**config.mk**
```make
export PLATFORM = sky130hd
export DESIGN_NAME = lifo_stack_ctrl
export DESIGN_NICKNAME = d
export VERILOG_FILES = /design/src/rtl/lifo_stack_ctrl.sv
export SDC_FILE = /design/constraint.sdc
export NUM_CORES = 1
export LEC_CHECK = 0
export CORE_ASPECT_RATIO = 1.1
export CORE_MARGIN = 2
export CORE_UTILIZATION = 45
export CTS_CLUSTER_SIZE = 20
export DETAILED_ROUTE_END_ITERATION = 8
export PLACE_DENSITY = 0.63
export SYNTH_ARGS = -nofsm -noshare
export SYNTH_HDL_FRONTEND = slang
export SYNTH_SLANG_ARGS = --single-unit
```
**constraint.sdc**
```tcl
create_clock -name CLK -period 4 [get_ports CLK]
set_clock_uncertainty 0.05 [all_clocks]
set_input_delay 0.8 -clock CLK [delete_from_list [all_inputs] [get_ports CLK]]
set_output_delay 0.8 -clock CLK [all_outputs]
set_load 0.03 [all_outputs]
```
**src/rtl/lifo_stack_ctrl.sv**
```systemverilog
// ---------------------------------------------------------------------------
// lifo_stack_ctrl
//
// Push/pop control and storage for a LIFO. Holds a DEPTH x WIDTH register-file
// stack and the stack pointer (which is also the occupancy count). It also
// arbitrates push/pop requests and reports registered pop data and status.
//
// Ports:
//   CLK        - single clock, all state changes on the rising edge
//   Reset      - synchronous active-high reset
//   push       - write din onto the top of the stack
//   pop        - remove the top entry and present it on dout
//   din        - push data (WIDTH bits)
//   dout       - registered pop data; holds between pops
//   dout_valid - one-cycle pulse: dout was updated by the preceding edge
//   count      - occupancy, 0..DEPTH (AW+1 bits)
//   full       - count == DEPTH
//   empty      - count == 0
//   ovf        - one-cycle pulse: a push was rejected (stack full)
//   udf        - one-cycle pulse: a pop was rejected (stack empty)
// ---------------------------------------------------------------------------
module lifo_stack_ctrl #(
  parameter int WIDTH = 8,
  parameter int DEPTH = 32,
  parameter int AW    = 5
) (
  input  logic             CLK,
  input  logic             Reset,
  input  logic             push,
  input  logic             pop,
  input  logic [WIDTH-1:0] din,
  output logic [WIDTH-1:0] dout,
  output logic             dout_valid,
  output logic [AW:0]      count,
  output logic             full,
  output logic             empty,
  output logic             ovf,
  output logic             udf
);

  localparam logic [AW:0] DEPTH_C = (AW+1)'(DEPTH);

  logic [WIDTH-1:0] mem [DEPTH];

  logic [AW:0]      sp_q, sp_d;
  logic [WIDTH-1:0] dout_q, dout_d;
  logic             dv_q, dv_d;
  logic             ovf_q, ovf_d;
  logic             udf_q, udf_d;

  logic             we;
  logic [AW-1:0]    waddr;
  logic [AW-1:0]    top_addr;

  assign full  = (sp_q == DEPTH_C);
  assign empty = (sp_q == '0);

  // Address of the current top entry. When sp == DEPTH the low AW bits are
  // zero and the subtraction wraps to DEPTH-1, which is exactly the top slot.
  assign top_addr = sp_q[AW-1:0] - 1'b1;

  always_comb begin
    sp_d   = sp_q;
    dout_d = dout_q;
    dv_d   = 1'b0;
    ovf_d  = 1'b0;
    udf_d  = 1'b0;
    we     = 1'b0;
    waddr  = sp_q[AW-1:0];
    case ({push, pop})
      2'b10: begin
        if (!full) begin
          we   = 1'b1;
          sp_d = sp_q + 1'b1;
        end else begin
          ovf_d = 1'b1;
        end
      end
      2'b01: begin
        if (!empty) begin
          dout_d = mem[top_addr];
          sp_d   = sp_q - 1'b1;
          dv_d   = 1'b1;
        end else begin
          udf_d = 1'b1;
        end
      end
      2'b11: begin
        dv_d = 1'b1;
        if (!empty) begin
          // Swap: old top goes out, new word replaces it in place.
          dout_d = mem[top_addr];
          we     = 1'b1;
          waddr  = top_addr;
        end else begin
          // Nothing to pop: the pushed word passes straight through.
          dout_d = din;
        end
      end
      default: ;
    endcase
  end

  always_ff @(posedge CLK) begin
    if (Reset) begin
      sp_q   <= '0;
      dout_q <= '0;
      dv_q   <= 1'b0;
      ovf_q  <= 1'b0;
      udf_q  <= 1'b0;
    end else begin
      sp_q   <= sp_d;
      dout_q <= dout_d;
      dv_q   <= dv_d;
      ovf_q  <= ovf_d;
      udf_q  <= udf_d;
    end
  end

  // Storage is not reset; entries at or above sp are never read.
  always_ff @(posedge CLK) begin
    if (!Reset && we) begin
      mem[waddr] <= din;
    end
  end

  assign dout       = dout_q;
  assign dout_valid = dv_q;
  assign count      = sp_q;
  assign ovf        = ovf_q;
  assign udf        = udf_q;

endmodule

```
==> impl_metrics.json <==
{
  "synth_seq_area_share_pct": 71.2,
  "grt_overflow_total": 0,
  "die_area_mm2": 0.0263,
  "diodes": 0,
  "final_cell_mix": "edfxtp_1, nand2_1, mux4_2",
  "drtIter0Drc": 641,
  "p_total_uw": 7450,
  "clockPowerShare_pct": 32.0,
  "drv_cap": 0,
  "p_comb_share_pct": 24.5,
  "synth_flop_cell": "edfxtp_1",
  "setup.worst_path.class": "reg2out",
  "sequentialPowerShare_pct": 43.4,
  "synth_edf_count": 256,
  "cts_resized": 0,
  "final_common_cell": "edfxtp_1",
  "row_count": 60,
  "max_slew.worst_pin.slew_ns": 0.838,
  "place_area_mm2": 0.0122,
  "ctsHoldBuffers": 0,
  "slew_headroom_pct": 44.0,
  "io_buffer_count": 30,
  "synthArstFlopShare_pct": 0,
  "power.density_mw_per_mm2": 571,
  "viasPerCell": 5.88,
  "setup_violations": 0,
  "fmax_mhz": 265,
  "io_pins": 31,
  "cts_root_buffer": "clkbuf_16",
  "start_util_pct": 45.9,
  "cts_buffers": 26,
  "cts_tree": "yes",
  "power_leakage_uw": 0.00426,
  "p_int_uw": 5320,
  "wl_mm": 25.2,
  "ys_ff_latch": 273,
  "final_max_slew_viol_count": 0,
  "h-tree-depth": 1,
  "critPathMaxFanout": 15,
  "drtPass1Iterations": 5,
  "grt_pass1_vias": 6455,
  "clk_pin_slew_ns": 0.06,
  "ir_worst_vdd_uv": 302,
  "tns_ns": 0,
  "ctsLongestPathBuffers": 3,
  "clk_latency_ns": 0.53,
  "core_mm2": 0.0245,
  "syn_to_final_growth_pct": 15.9,
  "cts.sinks": 273,
  "grt_pass1_wl_mm": 38.9,
  "hpwlAfterDp_mm": 16.7,
  "fp.dieW_um": 155,
  "arrival_ns": 2.92,
  "antenna_left": 0,
  "fin_area_mm2": 0.0131,
  "cp-end-kind": "output pin",
  "synthCells": 659,
  "whs_ns": 0.441,
  "drive_gt1_share_pct": 22.9,
  "fillers": 1936,
  "crit_path_start_kind": "register",
  "die_y_um": 170,
  "grt_usage_pct": 19.6,
  "wl_per_cell_um": 23.7,
  "holdCritPathClass": "reg2reg",
  "cts_setup_buffers": 0,
  "grt_max_degree": 47,
  "status": "completed",
  "synth_cell_type_count": 55,
  "nets": 754,
  "hold_viol_final": 0,
  "via_count": 6259,
  "post-route-drc-count": 0,
  "antenna_found_initial": 0,
  "syn-cell-area_mm2": 0.0113,
  "rsz0062_at_grt": "no",
  "layout_min_cycle_time_ns": 3.77,
  "period_share_pct": 94.2,
  "cp_data_required_time_ns": 3.15,
  "gp_congestion": 0.898,
  "syn-num-nets": 677,
  "ys.warnings.count": 0,
  "switching_power_uw": 2130,
  "synth.avg_cell_area_um2": 17.1,
  "p_sw_share_pct": 28.6
}
==> power groups by stage <==
stage | logic, uW | clock network (uW) | registers, uW
final | 1830 | 2390 | 3240
after global routing | 1960 | 2550 | 3240
after CTS | 1820 | 2440 | 3240
after detailed placement | 1810 | 0 | 3300
after global placement | 1800 | 0 | 3300
after floorplan | 1170 | 0 | 3360
==> flip-flops by register name (all words and copies together), names as in the netlist <==
register    cells
dout            8
count           6
dout_valid      1
ovf             1
mem           256
udf             1
==> area by class of cell <==
type | instances | area, um^2 | area share, %
Sequential cell | 273 | 8030 | 61.5
Multi-Input combinational cell | 344 | 3060 | 23.4
Clock buffer | 33 | 728 | 5.58
Timing Repair Buffer | 82 | 703 | 5.39
Tap cell | 310 | 388 | 2.97
Clock inverter | 13 | 113 | 0.862
Inverter | 9 | 33.8 | 0.259
==> per-layer routing <==
| metal | up-vias | share of wire, % | track usage (%) |
|---|---|---|---|
| li1 | 2776 | - | - |
| met2 | 208 | 49 | 32.4 |
| met1 | 3234 | 43 | 27.8 |
| met5 | - | 0 | 0 |
| met4 | 0 | 2.6 | 5.76 |
| met3 | 41 | 5.0 | 2.39 |
==> cells by family after synthesis <==
logic type	Yosys count	share of synthesized area [%]
mux	73	13.7
flops	273	71.2
compound gates	76	4.94
xor+xnor	6	0.466
simple gates	183	7.15
fa+ha+maj	6	0.733
buf+inv	42	1.81
==> through the flow <==
step	setup WS, ns	instances	utilization (%)
2_1_floorplan	0.640	659	-
3_3_place_gp	0.452	1018	49.7
3_5_place_dp	0.463	1018	49.7
4_1_cts	0.0799	1064	53.2
5_1_grt	0.0493	1064	53.2
6_report	0.232	1064	53.2
==> critical path: stages, from the launching register on <==
cell and delay (ns):
dfxtp_4 0.34, inv_1 0.18, ha_2 0.43, nor4b_2 0.38, nand2_1 0.12, inv_1 0.24
clkdlybuf4s50_1 0.73
==> path summary, 6_finish.rpt <==
kind,start,to,slack [ns],depth (start not counted)
max,count[0],empty,0.23,6
min,dout[0],dout[0],0.44,1
max reg2reg,count[0],dout[6],0.70,7
min reg2reg,dout[0],dout[0],0.44,1
==> synthesized netlist by cell type (5+ instances only) <==
cell type	count	share of area (%)
nor2_1	47	1.6
o211ai_1	7	0.47
inv_1	8	0.27
dfxtp_1	17	3.0
buf_2	7	0.31
nand3_1	22	0.98
mux4_2	64	13
a21oi_1	18	0.80
edfxtp_1	256	68
ha_1	5	0.56
a31oi_1	6	0.33
clkbuf_1	15	0.50
buf_1	5	0.17
nand2b_1	7	0.39
nand2_1	86	2.9
a311oi_1	5	0.39
mux2_2	6	0.60
(Power assumes the default switching activity.)
==> edit 1, RTL diff (config.mk and constraints unchanged) <==
`sp_q` and `dout_q` no longer have a reset.
--- a/src/rtl/lifo_stack_ctrl.sv
+++ b/src/rtl/lifo_stack_ctrl.sv
@@ -103,18 +103,19 @@
 
   always_ff @(posedge CLK) begin
     if (Reset) begin
-      sp_q   <= '0;
-      dout_q <= '0;
       dv_q   <= 1'b0;
       ovf_q  <= 1'b0;
       udf_q  <= 1'b0;
     end else begin
-      sp_q   <= sp_d;
-      dout_q <= dout_d;
       dv_q   <= dv_d;
       ovf_q  <= ovf_d;
       udf_q  <= udf_d;
     end
+  end
+
+  always_ff @(posedge CLK) begin
+    sp_q   <= sp_d;
+    dout_q <= dout_d;
   end
 
   // Storage is not reset; entries at or above sp are never read.
Formal check against the unedited RTL: not equivalent (a bounded check fails within 4 cycles, from zero or initial values and one cycle with Reset high).
==> edit 1 against the original RTL <==
- wire length increased by 0.87%
- global-route usage about the same
- highest routed layer unchanged
- clock power decreased by 3%
- setup slack got worse by 0.058 ns
- largest cell class unchanged
- cell area decreased by 1.1%
- cell count decreased by 0.28%
- area after synthesis decreased by 0.26%
- critical path depth unchanged
- sequential cell count unchanged
- power decreased by 2.9%
==> edit 1: results (changes against the original RTL) <==
Run status
  – Status: completed

Logic synthesis
  – Unique masters post-synth: 61 (+11%)
  – Post-synth net total: 680 (+0.44%)
  – Main area contributors after synthesis: edfxtp_1 (72%), mux4_2 (6.4%), mux2i_1 (4.3%)
  – Seq/Total Area, Yosys: 0.727 (+0.0143)
  – Synth top cells by count: edfxtp_1 (270), nand2_1 (59), mux2i_1 (48), nor2_1 (43), mux4_2 (32)

Timing
  – Worst-margin pin slew: 0.896 ns (+0.0587 ns)

Power and ir drop
  – Sw Ratio: 0.278 (-0.00756)
  – Worst VDD drop: 0.240 mV (-21%)
  – Leakage: 4.28 nW (+0.53%)

Route
  – Avg WL per Cell: 24.0 µm (+1.2%)
  – Total iterations of the first detailed-routing run: 7 (+2)
  – Via density: 5.87 (-0.25%)

Finish
  – Nets: 751 (-0.40%)
  – Share of cells above drive strength 1: 0.182 (-0.0470)

Global route
  – Largest net degree at the start of global routing: 34 (-28%)
  – First-pass GRT wire length: 38,500 µm (-0.99%)
  – Number of global-route vias before repair: 6,280 (-2.7%)
  – Gr usage total: 0.196 (-0.000203)

Clock network
  – Total CTS buffers: 25 (-3.8%)

Setup path
  – CP Max Fanout: 11 (-4)
  – Worst r2r src: count[1]
  – Reg2reg end: mem[3][2]
  – Flop2flop setup slack: 0.65 ns (-0.05 ns)

Placed design
  – Placed Instance Area: 12,100 µm² (-0.84%)
  – Dpl hpwl: 16,800 µm (+0.50%)
-- edit 1: cell types whose count changed in the layout (fill, tap and decap cells not counted), moves of 6 or more --
cell,change
mux2i_1,+45
mux4_2,-32
nand2_1,-27
edfxtp_1,+14
dfxtp_1,-13
o221ai_1,+8
a32oi_1,+7
buf_4,-7
a221oi_1,+6
-- edit 1: power groups by stage --
stage / Clock (mW) / Sequential, mW / Combinational (mW)
2_1_floorplan: 0 / 3.46 / 0.975
6_report: 2.33 / 3.33 / 1.57
3_5_place_dp: 0 / 3.39 / 1.57
4_1_cts: 2.37 / 3.33 / 1.58
5_1_grt: 2.49 / 3.34 / 1.68
3_3_place_gp: 0 / 3.39 / 1.54
-- edit 1: final cells by class --
cell class                      instances  area [µm²]
Fill cell                            1934       11600
Sequential cell                       273        8170
Multi-Input combinational cell        347        2880
Clock buffer                           31         648
Timing Repair Buffer                   74         631
Tap cell                              310         388
Clock inverter                         14         156
Inverter                               12        45.0
-- edit 1: per-layer routing --
layer | track usage | wire length, µm | vias to the layer above
met5 | 0 | 0 | -
met4 | 0.0656 | 838 | 0
met3 | 0.0283 | 1530 | 59
met2 | 0.329 | 12500 | 243
met1 | 0.265 | 10600 | 3140
li1 | - | - | 2784
-- edit 1: worst min-delay path by stage --
stage	from	endpoint	slack (ns)	cells past startpoint
detailed placement	mem[3][6]	dout[6]	0.77	4
global route	mem[3][6]	dout[6]	0.81	4
floorplan	mem[7][6]	dout[6]	0.66	4
finish	mem[3][6]	dout[6]	0.78	4
CTS	mem[3][7]	dout[7]	0.78	4
global placement	mem[3][6]	dout[6]	0.76	4
-- edit 1: kinds of logic after synthesis --
kind of cell,share of synthesized area
AO/OA/AOI/OAI,0.0603
XOR/XNOR,0.00846
adder cells (fa/ha/maj),0.00735
buffers and inverters,0.0193
flip-flops,0.727
multiplexers,0.115
AND/OR/NAND/NOR,0.0630
-- edit 1: per-stage QoR --
stage	utilization	hold WS, ns	std cells	power, mW	setup slack [ns]
after floorplan	-	0.657	662	4.43	0.397
after global placement	0.495	0.756	1016	4.93	0.473
after detailed placement	0.495	0.769	1016	4.96	0.321
after CTS	0.528	0.776	1061	7.28	0.184
after global routing	0.528	0.810	1061	7.51	0.0287
final	0.528	0.781	1061	7.24	0.174
-- edit 1: critical path, stage by stage (launching register included) --
cell,delay (ns)
edfxtp_1,0.38
inv_1,0.18
ha_2,0.41
nor4b_4,0.35
nand2_1,0.22
inv_1,0.20
clkdlybuf4s50_1,0.70
==> edit 2, RTL diff (same flow settings) <==
Without the edit above. `WIDTH`: 8 -> 12.
--- a/src/rtl/lifo_stack_ctrl.sv
+++ b/src/rtl/lifo_stack_ctrl.sv
@@ -20,7 +20,7 @@
 //   udf        - one-cycle pulse: a pop was rejected (stack empty)
 // ---------------------------------------------------------------------------
 module lifo_stack_ctrl #(
-  parameter int WIDTH = 8,
+  parameter int WIDTH = 12,
   parameter int DEPTH = 32,
   parameter int AW    = 5
 ) (
Ports: changed (resized din and dout); port bits go from 31 to 39. The function was not compared with the original's and may differ.
==> edit 2 against the original RTL <==
- synthesized cell count is 37% higher
- sequential cell count is 132 higher
- setup slack worse by 0.012 ns
- cell count is 43% higher
- hold slack better by 0.058 ns
- area after synthesis is 47% higher
- cell area is 47% higher
- power is 49% higher
- wire length is 53% higher
==> edit 2: results (changes against the original RTL) <==
Timing
  – Final Cycle Share: 0.945 (+0.00295)
  – Slew HR: 0.269 (-0.171)

Placed design
  – Dpl hpwl: 24,400 µm (+46%)
  – Placed Instance Area: 17,900 µm² (+46%)
  – I/O Buffers: 38 (+27%)
  – Placed Cells: 1,449 (+42%)
  – GPL Wtd Cong: 0.932 (+3.8%)

Global route
  – First-pass GRT wire length: 57,400 µm (+48%)
  – Grt met2 use: 0.338 (+0.0146)
  – M1 GR Usage: 0.282 (+0.00398)
  – Global-route met3 utilization: 0.0281 (+0.00421)

Setup path
  – Reg2reg end: mem[20][6]
  – CP Max Fanout: 19 (+4)
  – Crit path max-delay family: simple AND/OR/NAND/NOR gates

Power and ir drop
  – Sw Ratio: 0.288 (+0.00240)
  – Comb group: 2.73 mW (+49%)
  – Leakage: 6.13 nW (+44%)
  – Final Total Pwr: 11.1 mW (+49%)
  – Worst VDD drop: 0.292 mV (-3.3%)

Clock network
  – Total CTS buffers: 41 (+58%)
  – H-Tree Depth: 2 (+1)

Route
  – Met2 Wirelength: 18,900 µm (+52%)
  – Avg WL per Cell: 25.3 µm (+6.8%)
  – WL met1: 16,500 µm (+52%)
  – Initial DRC Count: 870 (+36%)

Logic synthesis
  – Seq/Total Area, Yosys: 0.719 (+0.00686)
  – Area share of the largest cell type after synthesis: 0.694 (+0.0118)
  – Synth top cells by count: edfxtp_1 (384), mux4_2 (100), nor2_1 (96), nand2_1 (57), dfxtp_1 (21)
  – Unique masters post-synth: 73 (+33%)

Run status
  – Status: completed

Finish
  – Nets: 1,027 (+36%)
  – Share of cells above drive strength 1: 0.253 (+0.0239)
  – Largest register FFs: 384 (+50%)

Min path
  – Sink of the worst hold path: dout[1]
  – Hold path startpoint: dout[1]
[edit 2: changes by cell type after synthesis, sizes merged, moves of 8 or more]
cell | unedited run | this run
nand3 | 22 | 9
o22ai | 0 | 15
buf | 18 | 34
nand2 | 86 | 57
mux2i | 3 | 12
nor2 | 47 | 98
o21ai | 4 | 19
a31o | 0 | 8
mux4 | 64 | 100
edfxtp | 256 | 384
[edit 2: final cells by class]
class	count	area, µm²
sequential	405	12000
tap	487	609
inverter	11	41.3
clock inverter	20	134
fill	2876	17100
multi-input combinational	439	4370
clock buffer	52	1130
timing repair buffer	107	911
[edit 2: cell families (layout without fill, tap and decap cells)]
kind of cell    Yosys count  in the layout  share of synthesized area
simple gates            204            204                     0.0557
mux                     114            114                      0.144
compound gates          108            108                     0.0511
fa+ha+maj                 6              6                    0.00497
buf+inv                  62            190                     0.0200
flops                   405            405                      0.719
xor+xnor                  7              7                    0.00482
